## src/rtl/board_nxn.sv

```systemverilog
// N x N, K-in-a-row game board: holds cell ownership, validates moves and
// scans the four lines through each new stone to flag win, draw and winner.
module board_nxn #(
   parameter int   N      = 3,
   parameter int   K      = 3,
   parameter int   ADDR_W = 4,
   parameter logic FIRST  = 1'b0
) (
   input  logic                clk,
   input  logic                rst,
   input  logic                new_game,
   input  logic                move_valid,
   input  logic                move_side,
   input  logic [ADDR_W-1:0]   move_addr,
   output logic                move_ready,
   output logic [2*N*N-1:0]    board_data,
   output logic                illegal_move,
   output logic                turn,
   output logic                busy,
   output logic                win,
   output logic                draw,
   output logic [1:0]          winner,
   output logic [ADDR_W:0]     move_count
);

   localparam int CELLS = N * N;
   localparam int CW    = $clog2(N) + 2;

   localparam logic signed [CW-1:0] NS      = CW'(N);
   localparam logic signed [CW-1:0] OFF_MIN = CW'(-(K - 1));
   localparam logic signed [CW-1:0] OFF_MAX = CW'(K - 1);
   localparam logic signed [CW-1:0] OFF_ONE = CW'(1);
   localparam logic [CW-1:0]        RUN_ONE = CW'(1);
   localparam logic [CW-1:0]        KU      = CW'(K);
   localparam logic [ADDR_W:0]      CELLS_W = (ADDR_W + 1)'(CELLS);
   localparam logic [ADDR_W:0]      CNT_ONE = (ADDR_W + 1)'(1);
   localparam logic [ADDR_W-1:0]    NA      = ADDR_W'(N);

   typedef enum logic [1:0] {IDLE, CHECK, OVER} stateT;

   stateT r_state;
   stateT w_stateNext;

   logic [1:0]           r_cells [CELLS];
   logic                 r_turn;
   logic                 r_win;
   logic                 r_draw;
   logic                 r_illegal;
   logic [1:0]           r_winner;
   logic [ADDR_W:0]      r_count;
   logic signed [CW-1:0] r_row;
   logic signed [CW-1:0] r_col;
   logic [1:0]           r_code;
   logic [1:0]           r_dir;
   logic signed [CW-1:0] r_off;
   logic [CW-1:0]        r_run;
   logic                 r_found;

   logic                 w_addrBad;
   logic                 w_cellFull;
   logic                 w_legal;
   logic                 w_request;
   logic                 w_accept;
   logic                 w_reject;
   logic signed [CW-1:0] w_tr;
   logic signed [CW-1:0] w_tc;
   logic                 w_inBounds;
   logic [ADDR_W-1:0]    w_idx;
   logic                 w_hit;
   logic [CW-1:0]        w_runNext;
   logic                 w_foundNext;
   logic                 w_lastStep;
   logic                 w_scanDone;
   logic                 w_ready;
   logic                 w_busy;

   assign w_addrBad  = {1'b0, move_addr} >= CELLS_W;
   assign w_cellFull = !w_addrBad && (r_cells[move_addr] != 2'b00);
   assign w_legal    = !w_addrBad && !w_cellFull && (move_side == r_turn);
   assign w_request  = (r_state == IDLE) && move_valid;
   assign w_accept   = w_request && w_legal;
   assign w_reject   = w_request && !w_legal;

   // Target cell for the current direction and offset; signed so that
   // coordinates running off any edge show up as negative or >= N.
   always_comb begin
      w_tr = r_row;
      w_tc = r_col;
      case (r_dir)
         2'd0: w_tc = r_col + r_off;
         2'd1: w_tr = r_row + r_off;
         2'd2: begin
            w_tr = r_row + r_off;
            w_tc = r_col + r_off;
         end
         default: begin
            w_tr = r_row + r_off;
            w_tc = r_col - r_off;
         end
      endcase
   end

   assign w_inBounds  = !w_tr[CW-1] && (w_tr < NS) && !w_tc[CW-1] && (w_tc < NS);
   assign w_idx       = ADDR_W'(32'(w_tr) * N + 32'(w_tc));
   assign w_hit       = w_inBounds && (r_cells[w_idx] == r_code);
   assign w_runNext   = w_hit ? (r_run + RUN_ONE) : '0;
   assign w_foundNext = r_found || (w_runNext >= KU);
   assign w_lastStep  = (r_off == OFF_MAX);
   assign w_scanDone  = (r_state == CHECK) && w_lastStep && (r_dir == 2'd3);

   always_ff @(posedge clk) begin
      if (rst || new_game) begin
         r_state <= IDLE;
      end else begin
         r_state <= w_stateNext;
      end
   end

   always_comb begin
      w_stateNext = r_state;
      w_ready     = 1'b0;
      w_busy      = 1'b0;
      case (r_state)
         IDLE: begin
            w_ready = 1'b1;
            if (w_accept) begin
               w_stateNext = CHECK;
            end
         end
         CHECK: begin
            w_busy = 1'b1;
            if (w_scanDone) begin
               if (w_foundNext || (r_count == CELLS_W)) begin
                  w_stateNext = OVER;
               end else begin
                  w_stateNext = IDLE;
               end
            end
         end
         default: w_stateNext = OVER;
      endcase
   end

   // Board store plus the scan datapath; the scan always walks every offset
   // of every direction so the busy period has a fixed length.
   always_ff @(posedge clk) begin
      if (rst || new_game) begin
         for (int i = 0; i < CELLS; i++) begin
            r_cells[i] <= 2'b00;
         end
         r_turn    <= FIRST;
         r_win     <= 1'b0;
         r_draw    <= 1'b0;
         r_illegal <= 1'b0;
         r_winner  <= 2'b00;
         r_count   <= '0;
         r_row     <= '0;
         r_col     <= '0;
         r_code    <= 2'b00;
         r_dir     <= 2'd0;
         r_off     <= OFF_MIN;
         r_run     <= '0;
         r_found   <= 1'b0;
      end else begin
         r_illegal <= w_reject;
         if (w_accept) begin
            r_cells[move_addr] <= {move_side, ~move_side};
            r_count <= r_count + CNT_ONE;
            r_row   <= $signed(CW'(move_addr / NA));
            r_col   <= $signed(CW'(move_addr % NA));
            r_code  <= {move_side, ~move_side};
            r_dir   <= 2'd0;
            r_off   <= OFF_MIN;
            r_run   <= '0;
            r_found <= 1'b0;
         end
         if (r_state == CHECK) begin
            r_found <= w_foundNext;
            if (w_lastStep) begin
               r_off <= OFF_MIN;
               r_dir <= r_dir + 2'd1;
               r_run <= '0;
            end else begin
               r_off <= r_off + OFF_ONE;
               r_run <= w_runNext;
            end
            if (w_scanDone) begin
               if (w_foundNext) begin
                  r_win    <= 1'b1;
                  r_winner <= r_code;
               end else if (r_count == CELLS_W) begin
                  r_draw <= 1'b1;
               end else begin
                  r_turn <= ~r_turn;
               end
            end
         end
      end
   end

   for (genvar gi = 0; gi < CELLS; gi++) begin : g_board
      assign board_data[2*gi +: 2] = r_cells[gi];
   end

   assign move_ready   = w_ready;
   assign busy         = w_busy;
   assign illegal_move = r_illegal;
   assign turn         = r_turn;
   assign win          = r_win;
   assign draw         = r_draw;
   assign winner       = r_winner;
   assign move_count   = r_count;

endmodule

```

## config.mk

```make
export PLATFORM = sky130hd
export DESIGN_NAME = board_nxn
export DESIGN_NICKNAME = d
export VERILOG_FILES = /design/src/rtl/board_nxn.sv
export SDC_FILE = /design/constraint.sdc
export NUM_CORES = 1
export LEC_CHECK = 0
export BUFFER_PORTS_ARGS = -buffer_cell sky130_fd_sc_hd__buf_2
export CAP_MARGIN = 0
export CELL_PAD_IN_SITES_DETAIL_PLACEMENT = 0
export CELL_PAD_IN_SITES_GLOBAL_PLACEMENT = 1
export CORE_UTILIZATION = 50
export DETAILED_ROUTE_END_ITERATION = 8
export GPL_ROUTABILITY_DRIVEN = 0
export HOLD_SLACK_MARGIN = 0.08
export PLACE_DENSITY_LB_ADDON = 0.1
export RECOVER_POWER = 50
export SKIP_LAST_GASP = 1
export SLEW_MARGIN = 20
export SYNTH_ARGS = -nofsm -noshare
export SYNTH_HDL_FRONTEND = slang
export SYNTH_SLANG_ARGS = --single-unit
```

## constraint.sdc

```tcl
create_clock -name clk -period 16.3 [get_ports clk]
set_clock_uncertainty 0.2 [all_clocks]
set_input_delay 3.26 -clock clk [delete_from_list [all_inputs] [get_ports clk]]
set_output_delay 3.26 -clock clk [all_outputs]
set_load 0.05 [all_outputs]
```

Word-level counts from Yosys, hierarchy flattened
Memory sizes are Yosys's and may differ from the RTL's.
Cells that the tools add are included.
- register bits: 34
- latch bits: 0
- bits in writable memories: 18
- bits in read-only memories: 0
- input port bits: 9
- memories: 1
- memories (name ; words ; bits a word ; rd ports ; clocked after Yosys merged registers in ; wr ports ; line ; text):
    r_cells ; 9 ; 2 ; 11 ; 0 ; 9 ; 44 ; logic [1:0] r_cells [CELLS];
- add/subtract/negate cells: 8
- $mul: 1
- div/mod/pow operators: 2
- order comparisons: 4
- eq/ne operators: 10
- shift-type cells: 0
- mux-type cells: 28
- bitwise operators: 4
- reductions and logical operators: 30
- operator list (cell ; count):
    $mux 4 ; 9
    $mux 2 ; 7
    $add 4x4->4 ; 3
    $logic_and 1x1->1 ; 12
    $mux 1 ; 10
    $lt 4x3->1 const B ; 2
    $pmux 4 s2 ; 1
    $reduce_and 4->1 ; 2
    $add 5x1->5 const B ; 1
    $eq 5x4->1 const B ; 1
    $logic_not 1->1 ; 5
    $add 4x1->4 const B ; 1
    $add 4x2->4 const B ; 1
    $div 4x2->4 const B ; 1
    $eq 2x1->1 const B ; 2
    $eq 2x2->1 const B ; 2
    $eq 4x3->1 const B ; 1
    $ge 4x2->1 const B ; 1
    $ge 4x4->1 const B ; 1
    $logic_not 2->1 ; 2
    $mod 4x2->4 const B ; 1
    $mul 4x3->4 const B ; 1
    $ne 2x2->1 const B ; 2
    $not 1->1 ; 4
    10 further kinds ; 14

Longest topological paths before layout
- word-level depth: 14
- gate-level depth with buffers: 21

Worst setup path after synthesis
No wires, ideal clock.
- kind: input to register
- start: in move_addr[3]
- end: reg r_col[1]
- setup time: 128 ps
- data arrival time: 5477 ps
- data required time: 15972 ps
- setup slack: 10496 ps
- cell stages on the path: 14
- path buffers: 1
- cells stage by stage: nand2b_1 > clkbuf_1 > inv_1 > ha_1 > inv_1 > ha_1 > o21a_1 > nand2_1 > o21ai_0 > ha_1 > nor3b_1 > mux2_2 > mux2i_1 > nor2_1
- word-level cells in the longest chain between the ends: 7
- elaborated cells between the ends (all ways): 10
- those cells by class: div (1); order compare (1); reduce/logical (7); memory (1)
- RTL lines (what ; line ; text):
    start, declared ; 14 ; input logic [ADDR_W-1:0] move_addr,
    parallel branches: the longest is 7 deep, another holds $mod 4x2->4 ; - ;
    end signal, assigned ; 170 ; r_col <= $signed(CW'(move_addr % NA));
    end, declared ; 52 ; logic signed [CW-1:0] r_col;
Parallel ways; which one is timed is not known.
A chain may end at the register's enable or synchronous reset.

==> flow_summary_export.csv <==
group,metric,value,unit
sta,period_share,0.456,
drt,postRouteAntennaNets,0,
floorplan,core_area,7370,µm²
clocking,insertion_delay,0.35,ns
yosys,ys_types,59,
global_route,grt_usage,0.227,
layout,final_common_cell,"nor2_1",
clocking,cts_hold_buffers,0,
sta,worst_slew_pin_slew,1.22,ns
sta,grt_setup_unrepaired,"no",
pwr,pwr-share-clk,0.423,
run_status,status,"complete, no violations",
pwr,p_switching,0.103,mW
layout,fillers,710,
layout,final_util,0.594,
floorplan,io_pins,40,
floorplan,fp.dieW,90.1,µm
sta,relSlewSlack,0.184,
place,dp_hpwl,6.25,mm
global_route,grt_pass1_wl,14.4,mm
pwr,pwr_density_cell,91.2,nW/µm²
global_route,grt_start_max_net_pins,32,
sta,fmax,0.135,GHz
clocking,clk_pin_slew,0.08,ns
setup_path,r2r-start,"r_off[0]",
yosys,synth_edf_count,32,
clocking,cts-resized-gates,0,
yosys,netlist_area,3880,µm²
yosys,yosys_warnings,0,
layout,syn_to_final_growth,12.7,%
pwr,switching_share,0.257,
global_route,grt_pass1_vias,2849,
drt,drc,0,
floorplan,fp.dieH,90.1,µm
pwr,power,0.399,mW
yosys,avgSynthCellArea,10.0,µm²
setup_path,crit_arrival,7.25,ns
yosys,async_flop_share,0,
layout,diodes,0,
sta,timing.final.ws_setup,8.87,ns
sta,period_needed,7.43,ns
pwr,combPwrFrac,0.125,
drt,wl_per_cell,15.9,µm
pwr,internal_power,0.296,mW
clocking,clock-sinks,65,
global_route,busiest_layer,"met2",
pwr,peakVddDrop,58.3,µV
yosys,yosys.area.top_type,"edfxtp_1",
job,drv_cap,0,
global_route,use_met2,0.347,
yosys,ys_seq_elements,65,
place,dpl_worst_slack,9.53,ns
yosys,synth_area_leaders,"edfxtp_1 25%, dfxtp_1 17%, ha_1 8.4%",
sta,finalHoldViolations,0,
clocking,cts_tree,"done",
global_route,grt_util_met1,0.320,
clocking,post_cts_buffers,0,
setup_path,path_max_fanout,25,
floorplan,die-area,8120,µm²
setup_path,cp-start-kind,"input pin",
place,dp_cells,522,
drt,via_per_inst,5.63,
pwr,power_frac_seq,0.452,
global_route,grt_antenna_before_repair,0,
clocking,clockRootBuffer,"clkbuf_8",
sta,final_max_slew_viol_count,0,
floorplan,rows,31,
setup_path,worstPathRequired,16.12,ns
sta,fin_setup_tns,0,ns
setup_path,cp-end-kind,"flop",
place,port_buffers,39,
drt,vias,3029,
yosys,synth_top_area_share,0.248,
layout,nets,473,
clocking,cts_made_buffers,9,
global_route,overflow,0,
drt,wl,8.55,mm
clocking,max-clock-path-buffers,2,
min_path,hp-class,"flop to flop",
yosys,ys_seq_area_frac,0.418,
clocking,cts_max_level,3,
drt,drt-pass1-iter-count,5,
yosys,ys.flop_type,"dfxtp_1",
min_path,hp-start,"winner[1]",
setup_path,worstSetupPathType,"input pin to flop",
yosys,synthCells,387,
global_route,met3_usage,0.0406,
pwr,cellLeakagePower,1.60,nW
layout,final_cell_mix,"46 x nor2_1, 35 x clkbuf_1, 33 x dfxtp_1",
layout,drive_gt1_frac,0.0911,
floorplan,start_util,0.526,
layout,fin_cells,538,
sta,finalSetupViolCount,0,
setup_path,crit_path_start,"move_addr[0]",
drt,drt-initial-drc-count,164,
==> worst max-delay path: stages <==
cell and delay, ns:
clkbuf_1 0.46, or3b_2 0.49, o311ai_0 0.11, a21boi_0 0.13, a2111oi_0 0.65, and3_1 0.43
clkbuf_1 0.94, nand3_1 0.39, o21ai_0 0.39
==> cell type report <==
type                    count  area (µm²)  share of cell area
clock inverters             6         115              0.0263
flip-flops and latches     65        1620               0.371
multi-input cells         296        2140               0.490
repair buffers             41         165              0.0378
well taps                  99         124              0.0283
clock buffers              10         128              0.0292
inverters                  21        78.8              0.0180
==> power groups by stage <==
stage                     registers [mW]  clock network [mW]  logic [mW]
after floorplan                    0.190                   0      0.0321
after global routing               0.181               0.179      0.0547
after CTS                          0.180               0.172      0.0509
after detailed placement           0.184                   0      0.0506
after global placement             0.184                   0      0.0497
final                              0.180               0.169      0.0500
==> worst paths after layout <==
kind                         to  slack (ns)  cells past startpoint
hold / removal        winner[1]        0.27                      2
setup / recovery  r_cells[3][1]        8.87                      9
hold reg to reg       winner[1]        0.27                      2
setup reg to reg      winner[1]       10.00                     18
==> state kept, by name (all words and copies together) (netlist names), 3 cells and up <==
name and count:
r_row 3, r_cells 32, r_run 4, r_off 4, move_count 5, r_col 4
==> cells in the mapped netlist, types with 2 or more instances <==
| cell type | instances |
|---|---|
| dfxtp_1 | 33 |
| mux4_2 | 2 |
| mux2i_1 | 18 |
| nand3_1 | 15 |
| a21oi_1 | 17 |
| nor3_1 | 10 |
| or4_1 | 2 |
| buf_6 | 2 |
| clkbuf_1 | 12 |
| or2_2 | 4 |
| a2111oi_0 | 2 |
| a31oi_1 | 3 |
| a21o_1 | 2 |
| xor2_1 | 8 |
| or3_1 | 4 |
| nand3b_1 | 3 |
| a211o_1 | 2 |
| xnor2_1 | 8 |
| ha_1 | 26 |
| o311ai_0 | 3 |
| inv_1 | 21 |
| mux2_2 | 4 |
| edfxtp_1 | 32 |
| nand2_1 | 19 |
| o21a_1 | 5 |
| fa_1 | 4 |
| nor2_1 | 46 |
| and2_1 | 2 |
| nor4_1 | 9 |
| and3_1 | 6 |
| mux4_1 | 4 |
| nand4_1 | 4 |
| or3b_2 | 2 |
| a211oi_1 | 6 |
| o21ai_0 | 14 |
| buf_2 | 3 |
| nand2b_1 | 8 |
==> stage by stage <==
step | hold slack [ns] | instance area [µm²]
after floorplan | 0.227 | 3930
after global placement | 0.242 | 4180
after detailed placement | 0.252 | 4180
after CTS | 0.266 | 4420
after global routing | 0.294 | 4370
final | 0.266 | 4370
==> logic make-up (layout without fill, tap and decap cells) <==
family / Yosys count / after routing / share of synthesized area
adder cells (fa/ha/maj): 30 / 30 / 0.104
AO/OA/AOI/OAI: 66 / 66 / 0.113
XOR/XNOR: 16 / 16 / 0.0361
multiplexers: 29 / 29 / 0.100
AND/OR/NAND/NOR: 141 / 141 / 0.184
other: 1 / 14 / 0.000967
flip-flops: 65 / 65 / 0.418
buffers and inverters: 39 / 78 / 0.0426
==> per-layer routing <==
metal / wire (µm) / up-vias
met1: 4070 / 1436
met2: 3860 / 83
met4: 126 / 0
met3: 495 / 11
met5: 0 / -
li1: - / 1499
(Power assumes the default switching activity.)
